## src/rtl/mac_sequencer.sv

```systemverilog
// MAC sequencer: walks the x/w buffers for one dot product and
// drives the MAC strobes, then hands the result downstream.
package mac_pkg;
  localparam int Q_INT  = 8;
  localparam int Q_FRAC = 8;
  localparam int Q_SIZE = Q_INT + Q_FRAC;
endpackage

module mac_sequencer
  import mac_pkg::*;
#(
  parameter int ADDR_W = 10,
  parameter int LEN_W  = 10
) (
  input  logic                     clk,
  input  logic                     rst,
  input  logic                     i_start,
  input  logic [LEN_W-1:0]         i_len,
  input  logic [ADDR_W-1:0]        i_x_base,
  input  logic [ADDR_W-1:0]        i_w_base,
  output logic                     o_busy,
  output logic                     o_rd_en,
  output logic [ADDR_W-1:0]        o_x_addr,
  output logic [ADDR_W-1:0]        o_w_addr,
  output logic                     o_mac_acc_loopback,
  output logic                     o_mac_acc_update,
  input  logic signed [Q_SIZE-1:0] i_mac,
  output logic signed [Q_SIZE-1:0] o_result,
  output logic                     o_result_valid,
  input  logic                     i_result_ready
);

  typedef enum logic [1:0] {
    S_IDLE,
    S_FETCH,
    S_DRAIN,
    S_OUT
  } state_t;

  state_t                   r_state;
  logic [LEN_W-1:0]         r_i;
  logic [LEN_W-1:0]         r_last;
  logic                     r_rd_en;
  logic                     r_nz;
  logic                     r_upd;
  logic                     r_loop;
  logic                     r_valid;
  logic [ADDR_W-1:0]        r_x_addr;
  logic [ADDR_W-1:0]        r_w_addr;
  logic signed [Q_SIZE-1:0] r_result;

  always_ff @(posedge clk or posedge rst) begin
    if (rst) begin
      r_state  <= S_IDLE;
      r_i      <= '0;
      r_last   <= '0;
      r_rd_en  <= 1'b0;
      r_nz     <= 1'b0;
      r_upd    <= 1'b0;
      r_loop   <= 1'b0;
      r_valid  <= 1'b0;
      r_x_addr <= '0;
      r_w_addr <= '0;
      r_result <= '0;
    end else begin
      // strobes trail the read by one cycle, matching read latency
      r_upd  <= r_rd_en;
      r_loop <= r_rd_en & r_nz;
      unique case (r_state)
        S_IDLE: begin
          if (i_start) begin
            if (i_len != '0) begin
              r_state  <= S_FETCH;
              r_rd_en  <= 1'b1;
              r_nz     <= 1'b0;
              r_i      <= '0;
              r_last   <= i_len - 1'b1;
              r_x_addr <= i_x_base;
              r_w_addr <= i_w_base;
            end else begin
              r_result <= '0;
              r_valid  <= 1'b1;
              r_state  <= S_OUT;
            end
          end
        end
        S_FETCH: begin
          if (r_i == r_last) begin
            r_rd_en <= 1'b0;
            r_nz    <= 1'b0;
            r_state <= S_DRAIN;
          end else begin
            r_i      <= r_i + 1'b1;
            r_nz     <= 1'b1;
            r_x_addr <= r_x_addr + 1'b1;
            r_w_addr <= r_w_addr + 1'b1;
          end
        end
        S_DRAIN: begin
          r_result <= i_mac;
          r_valid  <= 1'b1;
          r_state  <= S_OUT;
        end
        S_OUT: begin
          if (i_result_ready) begin
            r_valid <= 1'b0;
            r_state <= S_IDLE;
          end
        end
        default: r_state <= S_IDLE;
      endcase
    end
  end

  assign o_busy             = (r_state != S_IDLE);
  assign o_rd_en            = r_rd_en;
  assign o_x_addr           = r_x_addr;
  assign o_w_addr           = r_w_addr;
  assign o_mac_acc_loopback = r_loop;
  assign o_mac_acc_update   = r_upd;
  assign o_result           = r_result;
  assign o_result_valid     = r_valid;

endmodule
```

## config.mk

```make
export PLATFORM = sky130hd
export DESIGN_NAME = mac_sequencer
export DESIGN_NICKNAME = d
export VERILOG_FILES = /design/src/rtl/mac_sequencer.sv
export SDC_FILE = /design/constraint.sdc
export NUM_CORES = 1
export LEC_CHECK = 0
export CAP_MARGIN = 25
export CORE_ASPECT_RATIO = 0.75
export CORE_MARGIN = 2
export CORE_UTILIZATION = 25
export DETAILED_ROUTE_END_ITERATION = 7
export GPL_TIMING_DRIVEN = 0
export HOLD_SLACK_MARGIN = 0.12
export PLACE_DENSITY = 0.52
export SLEW_MARGIN = 20
export SYNTH_ARGS = -nofsm -noshare
export SYNTH_HDL_FRONTEND = slang
export SYNTH_SLANG_ARGS = --single-unit
```

## constraint.sdc

```tcl
create_clock -name clk -period 2.49 [get_ports clk]
set_input_delay 0.6225 -clock clk [delete_from_list [all_inputs] [get_ports clk]]
set_output_delay 0.6225 -clock clk [all_outputs]
set_load 0.03 [all_outputs]
```

==> results of run 1 <==
## how the worst min path moves through the flow
| stage | to | depth (start not counted) |
|---|---|---|
| 2_1_floorplan | r_nz | 2 |
| 3_3_place_gp | o_mac_acc_update | 0 |
| 3_5_place_dp | r_nz | 2 |
| 4_1_cts | r_nz | 2 |
| 5_1_grt | r_nz | 2 |
| 6_report | o_mac_acc_update | 0 |
## cell usage after synthesis (4+ instances only)
master,n,share of area [%]
a31oi_1,11,1.9
clkbuf_1,15,1.5
a2bb2oi_1,4,0.96
xnor2_1,5,1.2
ha_1,9,3.1
o21ai_0,38,5.2
and3_1,4,0.68
a41o_1,4,1.1
xor2_1,12,2.9
a21oi_1,23,3.1
nand2_1,69,7.1
nor3b_1,13,2.7
nand3_1,18,2.5
or3_1,7,1.2
inv_1,17,1.7
nor2_1,17,1.7
nor3_1,9,1.2
a41oi_1,4,0.96
buf_2,10,1.4
o211ai_1,9,1.8
a211oi_1,8,1.6
and2_1,4,0.68
dfrtp_1,63,43
## repair_timing
action,4_1_cts,5_1_grt
gates cloned,0,0
resized for setup,13,29
buffers inserted,1,2
endpoints found under the setup margin,59,50
pin swaps,0,2
## sequential cells by signal, summed over array words and instances (netlist names)
signal              count
o_mac_acc_update        1
o_w_addr               10
r_i                    10
r_last                 10
o_x_addr               10
r_nz                    1
o_mac_acc_loopback      1
r_state                 2
o_result_valid          1
o_rd_en                 1
o_result               16
## power groups by stage
stage	logic (mW)	registers, mW	clock network [mW]
CTS	1.01	1.34	1.23
detailed placement	0.999	1.36	0
floorplan	0.335	1.56	0
global route	1.10	1.37	1.27
finish	1.01	1.35	1.20
global placement	0.980	1.35	0
## metal layers
layer  track usage (%)  part of all wire (%)
met1             22.06                    49
met2             23.03                    45
met3             3.513                   5.2
met4             3.711                   1.2
met5                 0                     0
## worst register-to-register path: stages (launching register included)
cell      delay (ns)
dfrtp_1         0.41
inv_1           0.12
ha_1            0.15
clkbuf_1        0.29
clkbuf_2        0.31
clkbuf_1        0.54
o311ai_0        0.27
nand3_1         0.14
## per-stage QoR
| step | total power, mW | worst slack [ns] | std cells |
|---|---|---|---|
| 6_report | 3.559 | 0.1197 | 728 |
| 4_1_cts | 3.578 | 0.02016 | 726 |
| 3_5_place_dp | 2.357 | -0.6624 | 710 |
| 5_1_grt | 3.738 | -0.001005 | 728 |
| 3_3_place_gp | 2.335 | -0.9917 | 709 |
| 2_1_floorplan | 1.893 | 0.2873 | 419 |
## kinds of logic after synthesis
kind of cell             count (synthesis)  share of synthesized area (%)
AO/OA/AOI/OAI                          122                          21.46
XOR/XNOR                                17                          4.067
adder cells (fa/ha/maj)                  9                          3.076
buffers and inverters                   45                          5.263
flip-flops                              63                          43.06
multiplexers                             4                          1.128
AND/OR/NAND/NOR                        159                          21.94
## cell type report
class | instances | area (um^2)
Fill cell | 1484 | 9144
Multi-Input combinational cell | 311 | 1962
Sequential cell | 63 | 1577
Timing Repair Buffer | 94 | 949.7
Clock buffer | 12 | 266.5
Tap cell | 200 | 250.2
Buffer | 28 | 173.9
Inverter | 17 | 66.31
Clock inverter | 3 | 17.52
==> results.sh, run 1 <==
export IMPL_antenna_found_initial=0
export IMPL_clock_sinks=63
export IMPL_h_tree_depth=3
export IMPL_firstDrtPassIters=5
export IMPL_first_iter_violations=284
export IMPL_die_w_um=143.7
export IMPL_rows=38
export IMPL_rsz0062_at_grt="yes"
export IMPL_grtUsageTotal_pct=15.24
export IMPL_yosys_most_used_dff="dfrtp_1"
export IMPL_io_buffer_count=90
export IMPL_clock_latency_ns=0.34
export IMPL_cp_endpoint="o_w_addr[7]"
export IMPL_tns_ns=0
export IMPL_synthArstFlopShare_pct=100.0
export IMPL_synth_edf_count=0
export IMPL_p_sw_share_pct=33.19
export IMPL_pwr_share_comb_pct=28.4
export IMPL_grt_max_degree=48
export IMPL_syn_area_per_cell_um2=8.737
export IMPL_clk_pin_slew_worst_paths_ns=0.06
export IMPL_p_leak_nw=2.130
export IMPL_synthesis_area_um2=3661
export IMPL_final_cell_mix="clkdlybuf4s50_1, nand2_1, dfrtp_1"
export IMPL_cap_viol_max_count=0
export IMPL_syn2layout_area_growth_pct=43.75
export IMPL_power_density_nw_per_um2=676.3
export IMPL_path_max_fanout=10
export IMPL_crit_family="buffers and inverters"
export IMPL_slew_viol_final=0
export IMPL_min_path_type="reg2reg"
export IMPL_r2r_slack_ns=0.18
export IMPL_hold_viol=0
export IMPL_place_hpwl_um=8512
export IMPL_ir_worst_vdd_v=0.0002731
export IMPL_final_antenna_net_count=0
export IMPL_start_util_pct=25.41
export IMPL_utilization_pct=36.53
export IMPL_ios=91
export IMPL_outcome="finished, final reports clean"
export IMPL_cts_buffers=9
export IMPL_setup_viol_count_final=0
export IMPL_fin_nets=583
export IMPL_end_kind="register"
export IMPL_fmax_ghz=0.4219
export IMPL_rr_worst_depth=7
export IMPL_syn_inst=419
export IMPL_yosysUniqueCellTypes=52
export IMPL_place_area_um2=4842
export IMPL_whs_ns=0.4711
export IMPL_clock_skew_ns=0.008583
export IMPL_coreArea_um2=14410
export IMPL_worstPathRequired_ns=2.71
export IMPL_gp_congestion=0.8181
export IMPL_wl_per_cell_um=16.09
export IMPL_pwr_share_clk_pct=33.7
export IMPL_grt_pass1_wl_um=18470
export IMPL_switchingPower_mw=1.181
export IMPL_cts_tree="yes"
export IMPL_drive_gt1_share_pct=10.61
export IMPL_vias_per_cell=4.868
export IMPL_die_h_um=108.8
export IMPL_ys_ff_latch=63
export IMPL_overflow=0
export IMPL_crit_path_top_delay_cell="clkdlybuf4s50_1"
export IMPL_cp_startpoint="i_len[0]"
export IMPL_first_global_vias=3482
export IMPL_final_common_cell="clkdlybuf4s50_1"
export IMPL_syn_nets=478
export IMPL_start_kind="primary input"
export IMPL_slowest_delay_ns=0.44
export IMPL_hold_start="o_rd_en"
export IMPL_drc=0
export IMPL_ys_seq_area_share_pct=43.06
export IMPL_crit_arrival_ns=2.59
export IMPL_p_int_mw=2.378
export IMPL_cts_root_buf="clkbuf_16"
export IMPL_cts_buffer_depth=2
export IMPL_final_cell_area_um2=5263
export IMPL_tightest_slew_ns=0.6797
export IMPL_finalCritPeriodShare_pct=95.19
export IMPL_rr_startpoint="r_state[1]"
export IMPL_critPathBufInv=3
export IMPL_die_area_um2=15640
export IMPL_period_needed_ns=2.370
export IMPL_slew_headroom_pct=54.48
export IMPL_seqPwrFrac_pct=37.8
export IMPL_worstSetupPathType="in2reg"
export IMPL_cp_depth=9
export IMPL_vias=3544
export IMPL_wl_um=11710
export IMPL_cts_hold_buf=0
export IMPL_r2r_end="r_i[9]"
export IMPL_num_antenna_cells=0
export IMPL_ys_warnings_count=0
export IMPL_crit_chain="clkdlybuf4s50_1 > inv_1 > ha_2 > nor4b_4 > a31o_4 > and2_1 > buf_6 > nor4_1 > o32a_1"
No activity file was read; power rests on OpenSTA's default activity.
==> run 2, diff against run 1 <==
==> constraint.sdc (replaced) <==
create_clock -name clk -period 2.3 [get_ports clk]
set_input_delay 0.575 -clock clk [delete_from_list [all_inputs] [get_ports clk]]
set_output_delay 0.575 -clock clk [all_outputs]
set_load 0.03 [all_outputs]
==> run 2 against run 1 <==
Net effect: critical path depth is 5 lower; sequential power up 8%; routed wire length grew 1.6%; count of clock-buffer cells in the layout is the same; global-route usage grew 0.23 points; die area is the same; design area is 0.50% higher; sequential share of layout area is 0.15 points lower; highest routed layer unchanged.
==> results.sh, run 2 (same netlist as run 1, synthesis figures left out) <==
export IMPL_slowest_delay_ns=0.41
export IMPL_worstSetupPathType="reg2out"
export IMPL_crit_arrival_ns=1.64
export IMPL_wl_um=11900
export IMPL_place_hpwl_um=8512
export IMPL_cts_tree="yes"
export IMPL_p_total_mw=3.847
export IMPL_fmax_ghz=0.4505
export IMPL_firstDrtPassIters=5
export IMPL_num_antenna_cells=0
export IMPL_final_antenna_net_count=0
export IMPL_vias=3573
export IMPL_final_common_cell="clkdlybuf4s50_1"
export IMPL_crit_path_top_delay_cell="clkdlybuf4s15_1"
export IMPL_io_buffer_count=90
export IMPL_largest_reg_flops=16
export IMPL_gp_congestion=0.8181
export IMPL_start_util_pct=25.41
export IMPL_hold_viol=0
export IMPL_grt_pass1_wl_um=18700
export IMPL_ios=91
export IMPL_rr_startpoint="r_state[1]"
export IMPL_syn2layout_area_growth_pct=44.46
export IMPL_whs_endpoint="r_nz"
export IMPL_clock_sinks=63
export IMPL_cp_common_cell="inv_1"
export IMPL_worstPathRequired_ns=1.73
export IMPL_period_needed_ns=2.220
export IMPL_slew_headroom_pct=55.03
export IMPL_die_area_um2=15640
export IMPL_clk_pin_slew_worst_paths_ns=0.06
export IMPL_fillers=1482
export IMPL_cts_root_buf="clkbuf_16"
export IMPL_overflow=0
export IMPL_min_path_type="reg2reg"
export IMPL_finalCritPeriodShare_pct=96.50
export IMPL_h_tree_depth=3
export IMPL_drive_gt1_share_pct=11.01
export IMPL_slew_viol_final=0
export IMPL_grt_max_degree=48
export IMPL_rsz0062_at_grt="no"
export IMPL_first_global_vias=3504
export IMPL_vias_per_cell=4.915
export IMPL_antenna_found_initial=0
export IMPL_r2r_end="o_w_addr[3]"
export IMPL_final_cell_mix="clkdlybuf4s50_1, nand2_1, dfrtp_1"
export IMPL_outcome="finished, final reports clean"
export IMPL_setup_viol_count_final=0
export IMPL_path_max_fanout=6
export IMPL_drc=0
export IMPL_power_density_nw_per_um2=727.4
export IMPL_whs_path_depth=2
export IMPL_start_kind="register"
export IMPL_ir_worst_vdd_v=0.0002937
export IMPL_coreArea_um2=14410
export IMPL_fin_nets=582
export IMPL_utilization_pct=36.71
export IMPL_rows=38
export IMPL_r2r_slack_ns=0.09
export IMPL_clock_latency_ns=0.33
export IMPL_end_kind="output pin"
export IMPL_die_w_um=143.7
export IMPL_cts_hold_buf=0
export IMPL_clock_skew_ns=0.008922
export IMPL_crit_chain="inv_1 > ha_4 > inv_1 > clkdlybuf4s15_1"
export IMPL_rr_worst_depth=6
export IMPL_die_h_um=108.8
export IMPL_p_leak_nw=2.160
export IMPL_cts_buffers=9
export IMPL_tightest_slew_ns=0.6745
export IMPL_cts_buffer_depth=2
export IMPL_first_iter_violations=274
export IMPL_hold_start="r_nz"
export IMPL_cap_viol_max_count=0
export IMPL_grtUsageTotal_pct=15.47
export IMPL_wl_per_cell_um=16.37
run 2: worst max-delay path by stage:
stage,from,to,slack [ns],depth (start not counted)
finish,r_state[1],o_busy,0.08,4
global route,i_len[8],o_w_addr[6],0.003,7
CTS,r_state[0],o_busy,0.009,4
detailed placement,i_len[0],o_x_addr[6],-0.80,10
global placement,rst,r_last[0],-1.13,2
floorplan,i_len[0],r_i[2],0.14,8
run 2: what timing repair did:
action,4_1_cts,5_1_grt
setup endpoints to repair,59,52
pin swaps,1,3
gates resized for setup,30,15
cloned,1,0
buffers inserted,2,1
run 2: final cells by class:
class / instances / area [um^2] / area share (%)
Buffer: 26 / 157.7 / 2.981
Multi-Input combinational cell: 312 / 1999 / 37.80
Sequential cell: 63 / 1577 / 29.81
Tap cell: 200 / 250.2 / 4.731
Inverter: 17 / 66.31 / 1.254
Clock inverter: 3 / 17.52 / 0.3312
Timing Repair Buffer: 94 / 954.7 / 18.05
Clock buffer: 12 / 266.5 / 5.039
run 2: metrics by stage:
stage	std cells	setup TNS (ns)	hold WS, ns	setup slack, ns	area [um^2]
after global placement	709	-108.98	0.4630	-1.134	4812
after CTS	727	0	0.4793	0.009163	5233
after floorplan	419	0	0.4418	0.1448	3661
after detailed placement	710	-40.06	0.4663	-0.8049	4842
final	727	0	0.4796	0.08041	5289
after global routing	727	0	0.5120	0.003462	5289
run 2: layer usage:
metal | share of wire [%] | GRT usage [%] | wire length (um) | vias up
met4 | 1.2 | 3.711 | 141 | 0
li1 | - | - | - | 1725
met1 | 50 | 22.58 | 5920 | 1736
met3 | 4.9 | 3.513 | 583 | 15
met2 | 44 | 23.20 | 5256 | 97
met5 | 0 | 0 | 0 | -
run 2: report_power, final:
part	total (mW)	internal, mW	leakage, nW	switching [mW]
clock	1.30	0.807	0.140	0.494
combinational	1.09	0.515	1.22	0.574
sequential	1.46	1.25	0.804	0.210
run 2: worst max-delay path, delay by kind of cell, from the launching register on:
family,cells,cell delay [ns]
adders and majority gates,1,0.21
buffers and inverters,3,0.70
DFF,1,0.40
